File: config.mk
export PLATFORM = sky130hd
export DESIGN_NAME = axi_uart_rx
export DESIGN_NICKNAME = d
export VERILOG_FILES = /design/src/rtl/axi_uart_rx.sv
export SDC_FILE = /design/constraint.sdc
export NUM_CORES = 1
export LEC_CHECK = 0
export ABC_AREA = 1
export CAP_MARGIN = 0
export CORE_MARGIN = 2
export CORE_UTILIZATION = 53
export DETAILED_ROUTE_END_ITERATION = 8
export PLACE_DENSITY = 0.81
export RECOVER_POWER = 100
export SETUP_SLACK_MARGIN = 0.15
export SLEW_MARGIN = 20
export SYNTH_ARGS = -nofsm -noshare
export SYNTH_HDL_FRONTEND = slang
export SYNTH_SLANG_ARGS = --single-unit
export TNS_END_PERCENT = 1
File: constraint.sdc
create_clock -name CLK -period 2.6 [get_ports CLK]
set_input_delay 0.39 -clock CLK [delete_from_list [all_inputs] [get_ports CLK]]
set_output_delay 0.39 -clock CLK [all_outputs]
set_load 0.02 [all_outputs]
File: src/rtl/axi_uart_rx.sv
// axi_uart_rx: UART receiver with an RX FIFO behind an AXI4-lite register port.
//   0x0 RXDATA : [7:0] FIFO head, [31] FIFO empty; a read while not empty pops
//   0x4 STATUS : [0] not empty, [1] full, [2] OVR, [3] FERR, [4] PERR (W1C [4:2])
//   0x8 / 0xC  : read as zero, writes ignored
// Optional build macro UART_RX_PARITY_EN adds an even-parity bit between the
// data bits and the stop bit; without it STATUS[4] always reads 0.
module axi_uart_rx #(
    parameter int CLOCK_FREQUENCY = 500_000_000,
    parameter int BAUD_RATE       = 115200,
    parameter int FIFO_DEPTH      = 16,
    parameter int AXI_AWIDTH      = 32,
    parameter int AXI_DWIDTH      = 32
) (
    input  logic                  CLK,
    input  logic                  NRST,
    input  logic                  UART_RX_DSER,
    input  logic [AXI_AWIDTH-1:0] AXI_AWADDR,
    input  logic                  AXI_AWVALID,
    output logic                  AXI_AWREADY,
    input  logic [AXI_DWIDTH-1:0] AXI_WDATA,
    input  logic [3:0]            AXI_WSTRB,
    input  logic                  AXI_WVALID,
    output logic                  AXI_WREADY,
    output logic [1:0]            AXI_BRESP,
    output logic                  AXI_BVALID,
    input  logic                  AXI_BREADY,
    input  logic [AXI_AWIDTH-1:0] AXI_ARADDR,
    input  logic                  AXI_ARVALID,
    output logic                  AXI_ARREADY,
    output logic [AXI_DWIDTH-1:0] AXI_RDATA,
    output logic [1:0]            AXI_RRESP,
    output logic                  AXI_RVALID,
    input  logic                  AXI_RREADY,
    output logic                  RX_IRQ
);

    localparam int CLKS_PER_BIT = CLOCK_FREQUENCY / BAUD_RATE;
    localparam int CNT_W        = $clog2(CLKS_PER_BIT);
    localparam int PTR_W        = $clog2(FIFO_DEPTH);

    localparam logic [CNT_W-1:0] BIT_END  = CNT_W'(CLKS_PER_BIT - 1);
    localparam logic [CNT_W-1:0] HALF_END = CNT_W'(CLKS_PER_BIT / 2 - 1);
    localparam logic [CNT_W-1:0] CNT_ONE  = CNT_W'(1);
    localparam logic [PTR_W:0]   PTR_ONE  = (PTR_W + 1)'(1);

    typedef enum logic [2:0] {
        ST_IDLE   = 3'd0,
        ST_START  = 3'd1,
        ST_DATA   = 3'd2,
        ST_PARITY = 3'd3,
        ST_STOP   = 3'd4
    } rx_state_t;

    // Even-parity bit that makes the total number of ones in data+parity even.
    function automatic logic even_parity(input logic [7:0] data);
        return ^data;
    endfunction

    // Synchroniser and edge detection
    logic sync1_r;
    logic sync2_r;
    logic prev_r;

    // Receiver
    rx_state_t        state_r;
    logic [CNT_W-1:0] cnt_r;
    logic [2:0]       bit_cnt_r;
    logic [7:0]       shift_r;
`ifdef UART_RX_PARITY_EN
    logic             par_err_r;
`endif

    // FIFO
    logic [7:0]   mem_r [FIFO_DEPTH];
    logic [PTR_W:0] wr_ptr_r;
    logic [PTR_W:0] rd_ptr_r;
    logic [PTR_W:0] wr_ptr_nxt_s;
    logic [PTR_W:0] rd_ptr_nxt_s;

    // Sticky flags
    logic ovr_r;
    logic ferr_r;
    logic perr_r;

    // AXI
    logic        arready_r;
    logic        rvalid_r;
    logic [31:0] rdata_r;
    logic        awready_r;
    logic        bvalid_r;
    logic        irq_r;
    logic [31:0] rd_mux_s;
    logic        rvalid_nxt_s;

    logic fall_s;
    logic bit_end_s;
    logic empty_s;
    logic full_s;
    logic ar_hs_s;
    logic pop_s;
    logic wr_hs_s;
    logic w1c_s;
    logic stop_smp_s;
    logic push_req_s;
    logic push_s;
    logic ovr_set_s;
    logic ferr_set_s;
    logic perr_set_s;

    assign fall_s     = prev_r & ~sync2_r;
    assign bit_end_s  = (cnt_r == BIT_END);
    assign empty_s    = (wr_ptr_r == rd_ptr_r);
    assign full_s     = (wr_ptr_r[PTR_W] != rd_ptr_r[PTR_W]) &&
                        (wr_ptr_r[PTR_W-1:0] == rd_ptr_r[PTR_W-1:0]);
    assign ar_hs_s    = AXI_ARVALID & arready_r;
    assign pop_s      = ar_hs_s & (AXI_ARADDR[3:2] == 2'b00) & ~empty_s;
    assign wr_hs_s    = awready_r & AXI_AWVALID & AXI_WVALID;
    assign w1c_s      = wr_hs_s & (AXI_AWADDR[3:2] == 2'b01);
    assign stop_smp_s = (state_r == ST_STOP) & bit_end_s;
    assign ferr_set_s = stop_smp_s & ~sync2_r;
`ifdef UART_RX_PARITY_EN
    assign push_req_s = stop_smp_s & sync2_r & ~par_err_r;
    assign perr_set_s = stop_smp_s & sync2_r & par_err_r;
`else
    assign push_req_s = stop_smp_s & sync2_r;
    assign perr_set_s = 1'b0;
`endif
    // A full FIFO still accepts a byte when the head is popped in the same cycle.
    assign push_s       = push_req_s & (~full_s | pop_s);
    assign ovr_set_s    = push_req_s & full_s & ~pop_s;
    assign rvalid_nxt_s = ar_hs_s | (rvalid_r & ~AXI_RREADY);

    assign AXI_AWREADY = awready_r;
    assign AXI_WREADY  = awready_r;
    assign AXI_BVALID  = bvalid_r;
    assign AXI_BRESP   = 2'b00;
    assign AXI_ARREADY = arready_r;
    assign AXI_RVALID  = rvalid_r;
    assign AXI_RDATA   = rdata_r;
    assign AXI_RRESP   = 2'b00;
    assign RX_IRQ      = irq_r;

    logic unused_s;
    assign unused_s = ^{AXI_WSTRB, AXI_AWADDR[AXI_AWIDTH-1:4], AXI_AWADDR[1:0],
                        AXI_ARADDR[AXI_AWIDTH-1:4], AXI_ARADDR[1:0],
                        AXI_WDATA[AXI_DWIDTH-1:5], AXI_WDATA[1:0]};

    // Register read multiplexer, decoded on address bits [3:2].
    always_comb begin
        rd_mux_s = 32'h0000_0000;
        case (AXI_ARADDR[3:2])
            2'b00: begin
                if (empty_s) begin
                    rd_mux_s = 32'h8000_0000;
                end else begin
                    rd_mux_s = {24'h00_0000, mem_r[rd_ptr_r[PTR_W-1:0]]};
                end
            end
            2'b01:   rd_mux_s = {27'h000_0000, perr_r, ferr_r, ovr_r, full_s, ~empty_s};
            default: rd_mux_s = 32'h0000_0000;
        endcase
    end

    // Next FIFO pointer values, also used to register the interrupt.
    always_comb begin
        wr_ptr_nxt_s = wr_ptr_r;
        rd_ptr_nxt_s = rd_ptr_r;
        if (push_s) begin
            wr_ptr_nxt_s = wr_ptr_r + PTR_ONE;
        end else begin
            wr_ptr_nxt_s = wr_ptr_r;
        end
        if (pop_s) begin
            rd_ptr_nxt_s = rd_ptr_r + PTR_ONE;
        end else begin
            rd_ptr_nxt_s = rd_ptr_r;
        end
    end

    // Two-flop synchroniser plus previous-value register for edge detection; idles high.
    always_ff @(posedge CLK or negedge NRST) begin
        if (!NRST) begin
            sync1_r <= 1'b1;
            sync2_r <= 1'b1;
            prev_r  <= 1'b1;
        end else begin
            sync1_r <= UART_RX_DSER;
            sync2_r <= sync1_r;
            prev_r  <= sync2_r;
        end
    end

    // Receive FSM: start detect, mid-bit sampling, LSB-first shift, stop check.
    always_ff @(posedge CLK or negedge NRST) begin
        if (!NRST) begin
            state_r   <= ST_IDLE;
            cnt_r     <= '0;
            bit_cnt_r <= 3'd0;
            shift_r   <= 8'h00;
`ifdef UART_RX_PARITY_EN
            par_err_r <= 1'b0;
`endif
        end else begin
            case (state_r)
                ST_IDLE: begin
                    cnt_r     <= '0;
                    bit_cnt_r <= 3'd0;
                    // Only a falling edge starts a frame, so a held-low line never retriggers.
                    if (fall_s) begin
                        state_r <= ST_START;
                    end
                end
                ST_START: begin
                    if (cnt_r == HALF_END) begin
                        cnt_r   <= '0;
                        state_r <= sync2_r ? ST_IDLE : ST_DATA;
                    end else begin
                        cnt_r <= cnt_r + CNT_ONE;
                    end
                end
                ST_DATA: begin
                    if (bit_end_s) begin
                        cnt_r     <= '0;
                        shift_r   <= {sync2_r, shift_r[7:1]};
                        bit_cnt_r <= bit_cnt_r + 3'd1;
                        if (bit_cnt_r == 3'd7) begin
`ifdef UART_RX_PARITY_EN
                            state_r <= ST_PARITY;
`else
                            state_r <= ST_STOP;
`endif
                        end
                    end else begin
                        cnt_r <= cnt_r + CNT_ONE;
                    end
                end
`ifdef UART_RX_PARITY_EN
                ST_PARITY: begin
                    if (bit_end_s) begin
                        cnt_r     <= '0;
                        par_err_r <= even_parity(shift_r) ^ sync2_r;
                        state_r   <= ST_STOP;
                    end else begin
                        cnt_r <= cnt_r + CNT_ONE;
                    end
                end
`endif
                ST_STOP: begin
                    if (bit_end_s) begin
                        cnt_r   <= '0;
                        state_r <= ST_IDLE;
                    end else begin
                        cnt_r <= cnt_r + CNT_ONE;
                    end
                end
                default: begin
                    cnt_r   <= '0;
                    state_r <= ST_IDLE;
                end
            endcase
        end
    end

    // FIFO storage; contents need no reset because the pointers define validity.
    always_ff @(posedge CLK) begin
        if (push_s) begin
            mem_r[wr_ptr_r[PTR_W-1:0]] <= shift_r;
        end
    end

    // FIFO pointers and the not-empty interrupt.
    always_ff @(posedge CLK or negedge NRST) begin
        if (!NRST) begin
            wr_ptr_r <= '0;
            rd_ptr_r <= '0;
            irq_r    <= 1'b0;
        end else begin
            wr_ptr_r <= wr_ptr_nxt_s;
            rd_ptr_r <= rd_ptr_nxt_s;
            irq_r    <= (wr_ptr_nxt_s != rd_ptr_nxt_s);
        end
    end

    // Sticky error flags; a set in the same cycle as a W1C clear wins.
    always_ff @(posedge CLK or negedge NRST) begin
        if (!NRST) begin
            ovr_r  <= 1'b0;
            ferr_r <= 1'b0;
            perr_r <= 1'b0;
        end else begin
            ovr_r  <= ovr_set_s  | (ovr_r  & ~(w1c_s & AXI_WDATA[2]));
            ferr_r <= ferr_set_s | (ferr_r & ~(w1c_s & AXI_WDATA[3]));
            perr_r <= perr_set_s | (perr_r & ~(w1c_s & AXI_WDATA[4]));
        end
    end

    // AXI read channel: one-cycle latency, data held until RREADY.
    always_ff @(posedge CLK or negedge NRST) begin
        if (!NRST) begin
            arready_r <= 1'b0;
            rvalid_r  <= 1'b0;
            rdata_r   <= 32'h0000_0000;
        end else begin
            rvalid_r  <= rvalid_nxt_s;
            arready_r <= ~rvalid_nxt_s;
            if (ar_hs_s) begin
                rdata_r <= rd_mux_s;
            end
        end
    end

    // AXI write channel: single-cycle AW/W ready once both are valid, then B response.
    always_ff @(posedge CLK or negedge NRST) begin
        if (!NRST) begin
            awready_r <= 1'b0;
            bvalid_r  <= 1'b0;
        end else begin
            awready_r <= AXI_AWVALID & AXI_WVALID & ~bvalid_r & ~awready_r;
            bvalid_r  <= wr_hs_s | (bvalid_r & ~AXI_BREADY);
        end
    end

endmodule
==> results.md <==
- The flow ran to the end, but the final reports show violations.
- The checks that failed: capacitance limit, slew limit.
- The clock tree from TritonCTS is done.
- For this run, the register share of the synthesized area comes to 0.641.
- Detailed placement finished with a half-perimeter wire length of 11.3 mm.
- Measured against the total synthesized area, the mux share comes to 0.00958.
- The data required time at the worst endpoint is 2.72 ns.
- During I/O placement, the number of pins put on the boundary was 150.
- For this run the aggregate overflow at the end of global routing stands at 0.
- The layout has 1168 filler cells.
- The count of cell types in the netlist is 47.
- For this run, design rule violations remaining after detail routing come to 0.
- The remaining antenna violation count is 0.
- The clock latency on the worst-skew pair is 0.45 ns.
- Internal power comes to 0.00531 W.
- The total clock buffers created by CTS is 17.
- The number of search-and-repair iterations in the first detailed-routing pass is 5.
- IR analysis of the VDD net gives a maximum drop of 0.506 mV.
- Derived from the worst setup path, the maximum achievable clock frequency is 422 MHz.
- The power density over cell area is 894 mW/mm2.
- For the final database, setup skew stands at roughly 0.015 ns.
- In this design, the stage delay of the slowest critical-path cell is 0.37 ns.
- The final core utilization is 0.611.
- The cell type contributing the most total cell area after synthesis is sky130_fd_sc_hd__edfxtp_1.
- The core outline area is 0.0152 mm2.
- The startpoint kind of the worst setup timing path is a flip-flop.
- The initial standard-cell utilization of the core is 0.541.
- The clock tree root driver cell is sky130_fd_sc_hd__clkbuf_16.
- Hold repair after CTS inserted 0 buffers.
- The number of placement rows is 45.
- The total power is 0.00830 W.
- The total number of nets in the final design is 921.
- Of the total power, the clock network draws 0.307.
- The area growth from synthesis to final layout is 12.9%.
- The number of warnings issued by yosys is 0.
- The die is ~130 um wide.
- The total standard cell area after synthesis is between 0.008 and 0.009 mm2.
- The combinational share of power is 0.290.
- The most frequent cell on the critical path is sky130_fd_sc_hd__nand3_1.
- Along the worst path, the maximum fanout reaches 8.
- Of the total synthesized cell area, the portion taken by XOR and XNOR cells is 0.0116.
- The tool flagged a number of max-cap violations equal to 1.
- The count of mapped cells out of synthesis is 755.
- The signal on the critical path passes through ha_1, nand3_1, nor3_1, nand3_1, inv_1, nand3_1, nor2_4, nand2_1, nor2_1, clkbuf_2.
- The share of flip-flops with an asynchronous set or reset after synthesis is 0.308.
- The final number of max-transition violations is 38.
- Of the total power, the share spent switching nets is 0.360.
- For this design, the slowest cell found on the critical path is sky130_fd_sc_hd__dfrtp_1.
- Adding up every negative setup slack in the final design gives 0 ns.
- The clock slew at the register clock pins of the worst setup and hold paths is around 0.07 ns.
- After detailed routing, the total wire length is 17.5 mm.
- After synthesis, the mean cell area works out to 10.9 um2.
- Counting flops with a built-in enable in the synthesized netlist gives around 130.
- Counting every sink on the clock net gives approximately 190.
- Among all flip-flop cells after synthesis, the most frequent one is sky130_fd_sc_hd__edfxtp_1.
- The post-synthesis adder-cell area fraction is 0.0137.
- The total count of hold-check failures in the final report is 0.
- The simple-gate area share of the yosys netlist is 0.167.
- The classification of the worst-slack hold path is reg -> reg.
- Of the total power, registers draw 0.403.
- The actual transition at the worst max-transition pin is slightly below 2 ns.
- The number of antenna violations at the first check in global routing is 0.
- Ranked by total cell area, the synthesized netlist is headed by sky130_fd_sc_hd__edfxtp_1 47%, sky130_fd_sc_hd__dfrtp_1 16%, sky130_fd_sc_hd__nor2_1 5.1%, sky130_fd_sc_hd__nand2_1 4.9%, sky130_fd_sc_hd__o21ai_0 4.5%.
- The area fraction in compound gates after synthesis is 0.0914.
- The share of the synthesized area in the top cell type is 0.467.
- During placement, the flow inserted port buffers numbering 29.
- The critical path class is reg -> reg.
- The height of the die is 129 um.
- The total track usage is 0.221.
- The first global-routing pass estimated 27.4 mm of wire.
- The worst pin sits at a relative slew slack of -0.325.
- The static leakage is 4.01 nW.
- The count of endpoints failing setup in the final report is 0.
- Entering global routing, the biggest net connects 68 pins.
- The via count of the first global-routing pass is 5367.
- The overall via count from detail_route is between 5000 and 6000.
- The clock passes through at most 2 buffers.
- The routed via count divided by cell count is 5.59.
- The number of levels the H-tree was split into is 4.
- The last weighted congestion value of the routability-driven placer is 0.850.
- The routed wirelength normalized by instance count is 17.4 um.
- The floorplan step defined a die boundary enclosing 0.0165 mm2.
- The total of flip-flops plus latches after synthesis is 185.
- By area, the combinational part of the netlist is dominated by simple AND/OR/NAND/NOR gates.
- The endpoint class of the critical path is a flip-flop.
- The number of DRC markers in iteration 0 is between 500 and 600.
- The repair_antennas step left the layout with diodes totalling 0.
- The data arrival time of the critical path is approximately 2.5 ns.
- In the final layout, the share of cells above drive strength 1 is 0.131.
- In the finished design, the share of the clock period the worst path needs comes to 0.912.
- In this run the power spent charging and discharging nets is about 0.0030 W.
- Setup repair after global routing left no endpoint under its margin.
- The minimum clock period is 2.37 ns.
## area by class of cell
type,instances,area [um2],area share
clock buffers,17,425,0.0458
repair buffers,59,487,0.0524
well taps,188,235,0.0253
flip-flops and latches,185,5280,0.568
inverters,51,196,0.0212
clock inverters,15,181,0.0195
multi-input cells,490,2490,0.268
## power groups by stage
stage	sequential, W	clock (W)	combinational (W)
2_1_floorplan	0.00342	0	0.00170
3_3_place_gp	0.00341	0	0.00234
3_5_place_dp	0.00341	0	0.00241
4_1_cts	0.00335	0.00257	0.00243
5_1_grt	0.00336	0.00269	0.00266
6_report	0.00335	0.00255	0.00241
## placed cells by master (no fill, tap or decap), types with 15 or more instances in the layout
cell and instances:
sky130_fd_sc_hd__clkbuf_16 17, sky130_fd_sc_hd__inv_1 35, sky130_fd_sc_hd__dfrtp_1 53, sky130_fd_sc_hd__dlygate4sd3_1 16, sky130_fd_sc_hd__o22ai_1 15, sky130_fd_sc_hd__o21ai_0 77, sky130_fd_sc_hd__nor2_1 112, sky130_fd_sc_hd__buf_4 15
sky130_fd_sc_hd__edfxtp_1 128, sky130_fd_sc_hd__nand2_1 111, sky130_fd_sc_hd__conb_1 27, sky130_fd_sc_hd__nand3_1 51
## critical path: cells and delay by family, from the launching register on
kind | cells | cell delay, ns
fa+ha+maj | 1 | 0.25
simple gates | 7 | 1.09
flops | 1 | 0.37
buf+inv | 2 | 0.34
## sequential cells by signal, indices dropped and copies added, names as in the netlist, 3 cells and up
register,cells
rd_ptr_r,5
state_r,3
AXI_RDATA,9
wr_ptr_r,5
mem_r,128
bit_cnt_r,3
cnt_r,13
shift_r,8
## cell families after synthesis
logic type,Yosys count
compound gates,131
xor+xnor,10
fa+ha+maj,9
buf+inv,106
flops,185
mux,7
other cells,1
simple gates,306
## per-layer routing
| layer | vias up | track usage | share of wire |
|---|---|---|---|
| met1 | 2726 | 0.289 | 0.42 |
| met2 | 187 | 0.367 | 0.50 |
| met3 | 32 | 0.0491 | 0.061 |
| met5 | - | 0 | 0 |
| li1 | 2668 | - | - |
| met4 | 0 | 0.0838 | 0.022 |
## final timing paths
kind	start	to	slack (ns)	cells after the start
worst max-delay path	cnt_r[1]$_DFF_PN0_	mem_r[8][7]$_DFFE_PP_	0.23	10
min in group asynchronous	NRST	cnt_r[5]$_DFF_PN0_	0.51	1
worst min register to register	sync1_r$_DFF_PN1_	sync2_r$_DFF_PN1_	0.36	0
worst max register to register	cnt_r[1]$_DFF_PN0_	mem_r[8][7]$_DFFE_PP_	0.23	10
max in group asynchronous	NRST	rd_ptr_r[0]$_DFF_PN0_	0.82	1
worst min-delay path	sync1_r$_DFF_PN1_	sync2_r$_DFF_PN1_	0.36	0
## stage by stage
step,instance area [um2],hold slack [ns],std cells,worst slack [ns]
after CTS,9340,0.0617,1003,0.205
after detailed placement,8730,0.348,971,0.118
final,9290,0.362,1005,0.228
after floorplan,8330,0.0944,781,0.472
after global routing,9290,0.365,1005,0.0937
after global placement,8730,0.348,971,0.166
## what timing repair did
| action | CTS | global route |
|---|---|---|
| cloned | 0 | 0 |
| pin swaps | 0 | 1 |
| buffers inserted | 0 | 2 |
| setup endpoints to repair | 7 | 127 |
| gates resized for setup | 1 | 3 |
## cells in the mapped netlist (3+ instances only)
cell type and count:
sky130_fd_sc_hd__nor2_1 111, sky130_fd_sc_hd__nand4_1 3, sky130_fd_sc_hd__o211ai_1 8, sky130_fd_sc_hd__dfstp_2 3, sky130_fd_sc_hd__o221ai_1 8, sky130_fd_sc_hd__o21ai_1 5
sky130_fd_sc_hd__xor2_1 7, sky130_fd_sc_hd__nand2_1 108, sky130_fd_sc_hd__nand3_1 50, sky130_fd_sc_hd__a21oi_1 10, sky130_fd_sc_hd__o21ai_0 74, sky130_fd_sc_hd__clkbuf_1 11
sky130_fd_sc_hd__edfxtp_1 128, sky130_fd_sc_hd__inv_1 34, sky130_fd_sc_hd__a31oi_1 3, sky130_fd_sc_hd__nand2_2 11, sky130_fd_sc_hd__inv_2 15, sky130_fd_sc_hd__nor2_4 3
sky130_fd_sc_hd__ha_1 9, sky130_fd_sc_hd__nor3_1 6, sky130_fd_sc_hd__buf_2 12, sky130_fd_sc_hd__dfrtp_1 54, sky130_fd_sc_hd__buf_4 32, sky130_fd_sc_hd__mux2_2 7
sky130_fd_sc_hd__o22ai_1 15
Power figures use the tool's default switching activity.
